[src/rtl/uart_tx_fifo.sv]
// Buffered 8N1 UART transmitter: bytes pushed into a small FIFO are sent
// LSB-first on tx, back-to-back with no idle gap while the FIFO has data.
module uart_tx_fifo #(
  parameter int DIV_RATE   = 260,
  parameter int FIFO_DEPTH = 16,
  parameter int ADDR_W     = 4
) (
  input  logic       clk,
  input  logic       reset,
  input  logic       wr_en,
  input  logic [7:0] wr_data,
  output logic       full,
  output logic       empty,
  output logic       overflow,
  output logic       tx_busy,
  output logic       tx_end,
  output logic       tx
);

  localparam int CNT_W = (DIV_RATE > 2) ? $clog2(DIV_RATE) : 1;
  localparam logic [CNT_W-1:0] CNT_LAST = CNT_W'(DIV_RATE - 1);
  localparam logic [CNT_W-1:0] CNT_PRE  = CNT_W'(DIV_RATE - 2);

  typedef enum logic [1:0] {IDLE, START, DATA, STOP} state_t;

  state_t            state_q;
  logic [CNT_W-1:0]  cnt_q;
  logic [2:0]        idx_q;
  logic [7:0]        sh_q;
  logic              tx_q, tx_busy_q, tx_end_q, ovf_q;
  logic [ADDR_W:0]   count_q, count_d;
  logic [ADDR_W-1:0] wptr_q, rptr_q;
  logic [7:0]        mem_q [FIFO_DEPTH];
  logic              bit_end, push, pop;

  assign full  = (count_q == (ADDR_W+1)'(FIFO_DEPTH));
  assign empty = (count_q == '0);

  // full is judged on the pre-edge count, so a pop never frees room for a same-cycle push
  always_comb begin
    bit_end = (cnt_q == CNT_LAST);
    push    = wr_en & ~full;
    pop     = ~empty & ((state_q == IDLE) | ((state_q == STOP) & bit_end));
    count_d = count_q;
    if (push & ~pop)
      count_d = count_q + 1'b1;
    else if (pop & ~push)
      count_d = count_q - 1'b1;
  end

  always_ff @(posedge clk) begin
    if (reset) begin
      state_q   <= IDLE;
      cnt_q     <= '0;
      idx_q     <= '0;
      sh_q      <= '0;
      tx_q      <= 1'b1;
      tx_busy_q <= 1'b0;
      tx_end_q  <= 1'b0;
      ovf_q     <= 1'b0;
      count_q   <= '0;
      wptr_q    <= '0;
      rptr_q    <= '0;
    end else begin
      count_q <= count_d;
      if (push) begin
        mem_q[wptr_q] <= wr_data;
        wptr_q        <= wptr_q + 1'b1;
      end
      if (wr_en & full)
        ovf_q <= 1'b1;
      if (pop) begin
        sh_q   <= mem_q[rptr_q];
        rptr_q <= rptr_q + 1'b1;
      end
      tx_end_q <= (state_q == STOP) && (cnt_q == CNT_PRE);
      cnt_q    <= ((state_q == IDLE) || bit_end) ? '0 : cnt_q + 1'b1;

      case (state_q)
        IDLE: begin
          if (pop) begin
            state_q   <= START;
            tx_q      <= 1'b0;
            tx_busy_q <= 1'b1;
          end
        end
        START: begin
          if (bit_end) begin
            state_q <= DATA;
            idx_q   <= '0;
            tx_q    <= sh_q[0];
            sh_q    <= {1'b0, sh_q[7:1]};
          end
        end
        DATA: begin
          if (bit_end) begin
            if (idx_q == 3'd7) begin
              state_q <= STOP;
              tx_q    <= 1'b1;
            end else begin
              idx_q <= idx_q + 1'b1;
              tx_q  <= sh_q[0];
              sh_q  <= {1'b0, sh_q[7:1]};
            end
          end
        end
        STOP: begin
          if (bit_end) begin
            if (pop) begin
              state_q <= START;
              tx_q    <= 1'b0;
            end else begin
              state_q   <= IDLE;
              tx_busy_q <= 1'b0;
            end
          end
        end
        default: state_q <= IDLE;
      endcase
    end
  end

  assign overflow = ovf_q;
  assign tx_busy  = tx_busy_q;
  assign tx_end   = tx_end_q;
  assign tx       = tx_q;

endmodule

[config.mk]
export PLATFORM = sky130hd
export DESIGN_NAME = uart_tx_fifo
export DESIGN_NICKNAME = d
export VERILOG_FILES = /design/src/rtl/uart_tx_fifo.sv
export SDC_FILE = /design/constraint.sdc
export NUM_CORES = 1
export LEC_CHECK = 0
export CAP_MARGIN = 10
export CORE_UTILIZATION = 65
export DETAILED_ROUTE_END_ITERATION = 10
export GPL_ROUTABILITY_DRIVEN = 0
export PLACE_DENSITY_LB_ADDON = 0.3
export SYNTH_ARGS = -nofsm -noshare
export SYNTH_HDL_FRONTEND = slang
export SYNTH_SLANG_ARGS = --single-unit
export TNS_END_PERCENT = 30
[constraint.sdc]
create_clock -name clk -period 5.8 [get_ports clk]
set_input_delay 1.16 -clock clk [delete_from_list [all_inputs] [get_ports clk]]
set_output_delay 1.16 -clock clk [all_outputs]
set_load 0.01 [all_outputs]
==> run_results.csv, run 1 <==
group,metric,value,unit
outcome,status,"finished clean",
synth,synth_edf_count,128,
final_layout,fin_area,7880,um^2
synth,synthesis.instances,448,
synth,synth_top_area_cell,"edfxtp_1",
synth,syn-num-nets,478,
setup_path,worstPathArrival,2.44,ns
synth,syn_area,7060,um^2
drt,drtIter0Drc,410,
synth,syn_area_per_cell,15.8,um^2
pwr,power_leakage,2.58,nW
pwr,swShare,0.291,
pwr,p_sw,0.993,mW
pwr,p_seq_frac,0.432,
sta,tns,0,ns
synth,synth-seq-area-share,0.667,
pwr,pwr-share-clk,0.320,
final_layout,fin_nets,497,
sta,relSlewSlack,0.203,
setup_path,critPathMaxFanout,6,
cts,clock-sinks,171,
drt,detail-route-antenna-nets,0,
setup_path,path_cells,"nor4_1, nand2b_1, inv_2, clkdlybuf4s50_1",
final_layout,drive_gt1_frac,0.154,
final_layout,area_delta_synth_final,11.7,%
pwr,power.internal,2.42,mW
cts,cts_tree,"built",
die,ios,17,
synth,ys.flop_type,"edfxtp_1",
setup_path,crit_slowest_cell,"clkdlybuf4s50_1",
cts,clk_latency,0.54,ns
global_routing,antenna_found_initial,0,
sta,rsz0062_at_grt,"false",
cts,path_clk_slew,0.07,ns
sta,hold_viol,0,
drt,routed_wl,13700,um
sta,min_period,3.60,ns
setup_path,critPathBufInv,2,
min_path,hp-class,"register to register",
setup_path,cp-end-kind,"output pin",
die,die_area,11300,um^2
setup_path,startpoint_type,"register",
setup_path,criticalPathCategory,"register to output pin",
synth,synth_common_cells,"edfxtp_1, dfxtp_1, nor2_1, mux4_2, ha_1",
sta,fin_crit_sh,0.621,
global_routing,grt_pass1_vias,3825,
placement,dpl.hpwl,8650,um
cts,numCtsBuffers,17,
pwr,p_total,3.41,mW
drt,drtPass1Iterations,5,
global_routing,grt_max_degree,34,
setup_path,max_stage_delay,0.55,ns
synth,yosys_warnings,0,
pwr,comb_power_share,0.249,
global_routing,overflow,0,
final_layout,regArea,4710,um^2
pwr,ir_drop,0.301,mV
pwr,power.density,432,nW/um^2
cts,cts_hold_buffers,0,
final_layout,antennaDiodeCount,0,
sta,hold_slack,0.471,ns
die,core-area,10400,um^2
placement,io_buffers,16,
synth,synth_cell_types,50,
drt,via_count,3843,
synth,yosysTopAreaCellShare,0.545,
synth,synth_top_cells_by_area,"edfxtp_1, dfxtp_1, mux4_2",
cts,htree_levels,4,
setup_path,crit_family,"simple AND/OR/NAND/NOR gates",
job,maxCapViolCount,0,
final_layout,n_fill_cell,611,
final_layout,multi_input_area,2220,um^2
sta,slew_viol_final,0,
sta,fin_skew,0.0137,ns
drt,wl_per_cell,22.2,um
die,initial_utilization,0.678,
sta,setup_ws,2.20,ns
die,row_count,37,
cts,ctsResizeCount,0,
sta,finalSetupViolations,0,
placement,pre_cts_ws,1.85,ns
synth,synth.most_common_cell,"edfxtp_1",
synth,async_reset_ff_frac,0,
cts,clockBufferDepth,2,
global_routing,grt_pass1_wl,21200,um
sta,fmax,278,MHz
drt,drc,0,
cts,post_cts_buffers,0,
global_routing,track_usage,0.268,
setup_path,required,4.64,ns
die,die_x,106,um
die,dieHeight,106,um
synth,ys_seq_elements,171,
cts,cts_root_buf,"clkbuf_8",
sta,worstMarginPinSlew,1.19,ns
drt,vias_per_cell,6.24,
placement,placed_cell_area,7320,um^2
==> final timing paths <==
check             depth (start not counted)        from    endpoint  slack [ns]
hold reg to reg                           1          tx          tx        0.47
setup reg to reg                         13  count_q[0]  count_q[4]        2.58
hold / removal                            1          tx          tx        0.47
setup / recovery                          4  count_q[0]       empty        2.20
==> final cells by class <==
type | count | area share
tap | 136 | 0.0216
inverter | 8 | 0.00381
clock buffer | 20 | 0.0540
sequential | 171 | 0.597
multi-input combinational | 249 | 0.282
clock inverter | 12 | 0.0175
timing repair buffer | 20 | 0.0241
==> registers in the layout, summed over array words and instances, names as in the netlist, named ones only <==
name,count
sh_q,8
idx_q,3
state_q,2
mem_q,128
rptr_q,4
count_q,5
overflow,1
cnt_q,9
tx_end,1
wptr_q,4
tx,1
tx_busy,1
==> power by group through the flow <==
| stage | sequential (mW) | clock (mW) | combinational [mW] |
|---|---|---|---|
| after global routing | 1.48 | 1.16 | 0.923 |
| after detailed placement | 1.50 | 0 | 0.842 |
| after floorplan | 1.47 | 0 | 0.653 |
| after CTS | 1.47 | 1.10 | 0.852 |
| after global placement | 1.49 | 0 | 0.819 |
| final | 1.47 | 1.09 | 0.847 |
==> cell usage in the layout, fill, tap and decap left out, types with 9 or more instances in the layout <==
master and n:
a211oi_1 12, a21oi_1 16, clkbuf_16 16, clkdlybuf4s50_1 16, dfxtp_1 42, edfxtp_1 128
ha_1 18, mux2i_1 14, mux4_2 30, nand2_1 11, nor2_1 43, nor3_1 9
o21ai_0 10, xor2_1 10
==> routing by layer <==
layer,global-route usage,wire length (um),vias to the layer above
met5,0,0,-
met4,0.0933,219,0
met3,0.0705,965,17
met2,0.405,6590,140
met1,0.383,5930,1908
li1,-,-,1778
==> cell families (layout without fill, tap and decap cells) <==
family                   after synthesis  in the layout  share of synthesized area
flip-flops                           171            171                      0.667
AND/OR/NAND/NOR                      106            106                     0.0798
AO/OA/AOI/OAI                         61             61                     0.0606
multiplexers                          46             46                      0.119
buffers and inverters                 28             60                     0.0184
adder cells (fa/ha/maj)               19             19                     0.0347
XOR/XNOR                              17             17                     0.0211
==> worst reg2reg max path, stage by stage, from the launching register on <==
cell and delay, ns:
dfxtp_1 0.36, nor4_1 0.49, nand2b_1 0.31, inv_2 0.20, nor2_1 0.12, inv_1 0.09
ha_1 0.18, inv_1 0.11, fa_1 0.41, a21o_1 0.18, a21oi_1 0.18, xnor2_1 0.09
or3_1 0.31, a21oi_1 0.14
==> through the flow <==
step,utilization,std cells
after floorplan,-,448
after global placement,0.703,584
after detailed placement,0.703,584
after CTS,0.757,616
after global routing,0.757,616
final,0.757,616
(Power assumes the default switching activity.)
==> run 2, diff against run 1 <==
--- a/config.mk
+++ b/config.mk
@@ -6,7 +6,7 @@
 export NUM_CORES = 1
 export LEC_CHECK = 0
 export CAP_MARGIN = 10
-export CORE_UTILIZATION = 65
+export CORE_UTILIZATION = 61
 export DETAILED_ROUTE_END_ITERATION = 10
 export GPL_ROUTABILITY_DRIVEN = 0
 export PLACE_DENSITY_LB_ADDON = 0.3
==> constraint.sdc (replaced) <==
create_clock -name clk -period 3.67 [get_ports clk]
set_input_delay 0.734 -clock clk [delete_from_list [all_inputs] [get_ports clk]]
set_output_delay 0.734 -clock clk [all_outputs]
set_load 0.01 [all_outputs]
==> run 2 against run 1 <==
Combinational power up 50%. Total power is 58% higher. Routed wire length fell by 0.10%. Global-route usage fell by 1.3 points. Largest power group unchanged.
==> run_results.csv, run 2 (synthesis results as in run 1) <==
group,metric,value,unit
global_routing,overflow,0,
cts,cts_root_buf,"clkbuf_16",
global_routing,track_usage,0.255,
cts,clockBufferDepth,2,
cts,clk_latency,0.43,ns
min_path,hold_start,"tx",
setup_path,required,4.02,ns
final_layout,regMostFlops,"mem_q",
final_layout,reg.largest.list,"mem_q: 128 flops, cnt_q: 9 flops, sh_q: 8 flops",
setup_path,path_cells,"nor4b_4, a41oi_2, nor2_1, inv_1, ha_1, inv_1, ha_1, a21o_1, a21oi_1, xnor2_1, or3_1, a21oi_1",
final_layout,fin_area,8050,um^2
final_layout,final_common_cell,"edfxtp_1",
min_path,min_to,"tx",
sta,hold_slack,0.479,ns
sta,hold_viol,0,
outcome,status,"finished clean",
sta,relSlewSlack,0.479,
cts,clock-sinks,171,
die,die_x,110,um
sta,setup_ws,0.510,ns
sta,rsz0062_at_grt,"false",
die,row_count,38,
sta,finalSetupViolations,0,
die,dieHeight,110,um
sta,tns,0,ns
setup_path,max_stage_delay,0.49,ns
sta,fin_skew,0.00976,ns
drt,wl_per_cell,21.4,um
drt,drtIter0Drc,337,
setup_path,criticalPathCategory,"register to register",
die,ios,17,
drt,drc,0,
drt,vias_per_cell,6.23,
min_path,hp-class,"register to register",
setup_path,critPathBufInv,2,
setup_path,rrSetupSlack,0.51,ns
setup_path,startpoint_type,"register",
drt,detail-route-antenna-nets,0,
setup_path,worst_r2r_endpoint,"count_q[4]",
global_routing,antenna_found_initial,0,
final_layout,largest_reg_flops,128,
sta,fin_crit_sh,0.861,
setup_path,critPathMaxFanout,7,
setup_path,crit_family,"simple AND/OR/NAND/NOR gates",
cts,ctsResizeCount,0,
placement,pre_cts_ws,0.509,ns
placement,io_buffers,16,
sta,fmax,316,MHz
setup_path,rr_worst_depth,12,
min_path,hold_path_depth,1,
setup_path,cp-end-kind,"register",
sta,worstMarginPinSlew,0.781,ns
cts,numCtsBuffers,17,
cts,path_clk_slew,0.06,ns
final_layout,drive_gt1_frac,0.194,
cts,cts_hold_buffers,0,
setup_path,reg2reg_from,"cnt_q[4]",
die,initial_utilization,0.637,
final_layout,antennaDiodeCount,0,
global_routing,grt_pass1_vias,4011,
drt,via_count,3989,
sta,slew_viol_final,0,
global_routing,grt_pass1_wl,21300,um
global_routing,grt_max_degree,20,
final_layout,most-common-layout-cells,"edfxtp_1, nor2_1, dfxtp_1",
final_layout,area_delta_synth_final,14.0,%
placement,placed_cell_area,7470,um^2
pwr,power_leakage,2.69,nW
die,die_area,12000,um^2
pwr,ir_drop,0.481,mV
drt,drtPass1Iterations,5,
die,core-area,11100,um^2
placement,dpl.hpwl,8980,um
pwr,pwr-share-clk,0.322,
final_layout,fin_nets,517,
pwr,p_total,5.38,mW
setup_path,crit_slowest_cell,"nor4b_4",
pwr,power.internal,3.85,mW
cts,htree_levels,4,
pwr,p_sw,1.53,mW
cts,cts_tree,"built",
pwr,power.density,669,nW/um^2
pwr,p_seq_frac,0.442,
sta,min_period,3.16,ns
drt,routed_wl,13700,um
job,maxCapViolCount,0,
pwr,comb_power_share,0.236,
cts,post_cts_buffers,0,
setup_path,worstPathArrival,3.51,ns
pwr,swShare,0.285,
==> run 2: how the worst max path moves through the flow <==
stage	start	end	slack (ns)	cells after the start
3_5_place_dp	wr_en	count_q[4]	0.51	10
4_1_cts	cnt_q[4]	count_q[4]	0.52	12
2_1_floorplan	count_q[0]	count_q[4]	0.93	13
5_1_grt	count_q[0]	count_q[4]	0.14	13
3_3_place_gp	wr_en	count_q[4]	0.60	10
6_report	cnt_q[4]	count_q[4]	0.51	12
==> run 2: area by class of cell <==
type                            instances  area (um^2)
Clock buffer                           17          425
Clock inverter                         15          149
Fill cell                             712         3030
Inverter                                8         30.0
Multi-Input combinational cell        249         2220
Sequential cell                       171         4710
Tap cell                              140          175
Timing Repair Buffer                   40          340
==> run 2: routing by layer <==
layer | global-route usage | up-vias | routed length [um]
met5 | 0 | - | 0
met4 | 0.0981 | 0 | 187
met3 | 0.0753 | 20 | 937
met2 | 0.409 | 158 | 7030
met1 | 0.331 | 1995 | 5530
li1 | - | 1816 | -
==> run 2: power groups by stage <==
stage	Clock (mW)	Sequential (mW)	Combinational (mW)
global placement	0	2.41	1.22
finish	1.73	2.38	1.27
floorplan	0	2.33	1.03
detailed placement	0	2.42	1.27
global route	1.85	2.41	1.39
CTS	1.77	2.38	1.27
==> run 2: per-stage QoR <==
step | utilization | cells
4_1_cts | 0.727 | 640
3_3_place_gp | 0.675 | 608
3_5_place_dp | 0.675 | 608
6_report | 0.727 | 640
2_1_floorplan | - | 448
5_1_grt | 0.727 | 640
==> run 2: worst register-to-register path, cell delays in order (launching register included) <==
cell	delay, ns
dfxtp_1	0.36
nor4b_4	0.49
a41oi_2	0.24
nor2_1	0.31
inv_1	0.10
ha_1	0.24
inv_1	0.13
ha_1	0.28
a21o_1	0.20
a21oi_1	0.19
xnor2_1	0.09
or3_1	0.30
a21oi_1	0.15
==> run 3, diff against run 2 <==
==> constraint.sdc (replaced) <==
create_clock -name clk -period 3 [get_ports clk]
set_input_delay 0.6 -clock clk [delete_from_list [all_inputs] [get_ports clk]]
set_output_delay 0.6 -clock clk [all_outputs]
set_load 0.01 [all_outputs]
==> run 3 against run 2 <==
Utilization up 1.9 points. Critical path depth up 1. Register-to-register slack worse by 0.36 ns. Die area unchanged. Maximum frequency up 11%. Worst hold slack worse by 0.011 ns. Total power up 30%. Combinational power up 31%. Non-clock buffer count up 14. Sequential power up 22%. Count of clock-buffer cells in the layout up 3. Critical path type unchanged. Critical endpoint unchanged. Via count about the same.
==> run_results.csv, run 3 (synthesis results as in run 1) <==
group,metric,value,unit
outcome,status,"finished clean",
global_routing,track_usage,0.258,
cts,cts_root_buf,"clkbuf_16",
cts,cts_hold_buffers,0,
pwr,p_total,7.01,mW
placement,io_buffers,16,
cts,clockBufferDepth,2,
drt,drc,0,
final_layout,fin_nets,531,
final_layout,stdcell_count,654,
placement,placedCellCount,622,
sta,min_period,2.85,ns
cts,cts_tree,"built",
final_layout,drive_gt1_frac,0.216,
final_layout,most-common-layout-cells,"edfxtp_1, nor2_1, dfxtp_1",
sta,hold_slack,0.468,ns
global_routing,grt_pass1_wl,21600,um
setup_path,critPathMaxFanout,7,
setup_path,startpoint_type,"register",
die,core-area,11100,um^2
final_layout,regMostFlops,"mem_q",
drt,drtPass1Iterations,4,
drt,vias_per_cell,6.10,
drt,detail-route-antenna-nets,0,
sta,relSlewSlack,0.416,
sta,finalSetupViolations,0,
pwr,ir_drop,0.738,mV
cts,clock-sinks,171,
global_routing,grt_pass1_vias,4124,
cts,ctsResizeCount,0,
final_layout,utilization,0.745,
die,row_count,38,
cts,post_cts_buffers,0,
die,initial_utilization,0.637,
cts,htree_levels,4,
sta,fin_crit_sh,0.949,
final_layout,antennaDiodeCount,0,
setup_path,crit_slowest_cell,"fa_1",
final_layout,largest_reg_flops,128,
cts,path_clk_slew,0.06,ns
final_layout,area_delta_synth_final,17.0,%
die,dieHeight,110,um
setup_path,cp-end-kind,"register",
pwr,power_leakage,2.81,nW
sta,hold_viol,0,
setup_path,crit_top_cell,"inv_1",
setup_path,max_stage_delay,0.43,ns
final_layout,final_common_cell,"edfxtp_1",
final_layout,reg.largest.list,"mem_q: 128 flops, cnt_q: 9 flops, sh_q: 8 flops",
setup_path,path_cells,"inv_1, ha_2, a41oi_2, nor2_1, inv_1, ha_1, inv_1, fa_1, a21o_1, a21oi_1, xnor2_1, or3_1, a21oi_1",
global_routing,grt_max_degree,19,
sta,fmax,351,MHz
drt,drtIter0Drc,251,
global_routing,overflow,0,
sta,rsz0062_at_grt,"false",
pwr,power.density,849,nW/um^2
setup_path,criticalPathCategory,"register to register",
placement,dpl.hpwl,9140,um
die,die_x,110,um
global_routing,antenna_found_initial,0,
min_path,hp-class,"register to register",
setup_path,required,3.35,ns
drt,wl_per_cell,21.1,um
drt,via_count,3987,
job,maxCapViolCount,0,
setup_path,worstPathArrival,3.20,ns
die,die_area,12000,um^2
sta,fin_skew,0.00920,ns
cts,numCtsBuffers,17,
sta,slew_viol_final,0,
drt,routed_wl,13800,um
sta,tns,0,ns
sta,worstMarginPinSlew,0.875,ns
cts,clk_latency,0.42,ns
die,ios,17,
## run 3: changes by cell type in the layout (fill, tap and decap cells not counted), sizes merged
cell	before	now
inv	11	8
clkinv	6	3
clkinvlp	4	3
buf	24	38
bufinv	2	6
clkbuf	17	20
## run 3: path summary, 6_finish.rpt
| check | from | endpoint | slack, ns | cells past startpoint |
|---|---|---|---|---|
| setup / recovery | state_q[1] | count_q[4] | 0.15 | 13 |
| hold / removal | tx | tx | 0.47 | 1 |
| setup reg to reg | state_q[1] | count_q[4] | 0.15 | 13 |
| hold reg to reg | tx | tx | 0.47 | 1 |
## run 3: report_power, final
part | internal [mW] | leakage [nW] | switching, mW | total (mW)
combinational | 0.850 | 0.992 | 0.821 | 1.67
sequential | 2.71 | 1.50 | 0.208 | 2.91
clock | 1.56 | 0.310 | 0.867 | 2.43
total | 5.11 | 2.81 | 1.90 | 7.01
## run 3: final cells by class
cell class	count	area [um^2]
flip-flops and latches	171	4710
well taps	140	175
clock buffers	20	437
repair buffers	54	445
fillers	667	2820
inverters	8	30.0
multi-input cells	249	2240
clock inverters	12	221
## run 3: per-layer routing
layer | vias up | global-route usage | part of all wire
met5 | - | 0 | 0
met4 | 0 | 0.0857 | 0.012
met3 | 14 | 0.0593 | 0.054
met2 | 115 | 0.435 | 0.51
met1 | 2015 | 0.333 | 0.42
li1 | 1843 | - | -
## run 3: critical path, delay by kind of cell (launching register included)
kind	cells	cell delay, ns
compound gates	4	0.76
xor+xnor	1	0.09
fa+ha+maj	3	0.84
buf+inv	3	0.29
flops	1	0.40
simple gates	2	0.41
## run 3: per-stage QoR
stage	instance area (um^2)	worst slack, ns
2_1_floorplan	7060	0.265
3_3_place_gp	7580	0.0739
3_5_place_dp	7580	0.0137
4_1_cts	8240	0.0372
5_1_grt	8260	0.0165
6_report	8260	0.152
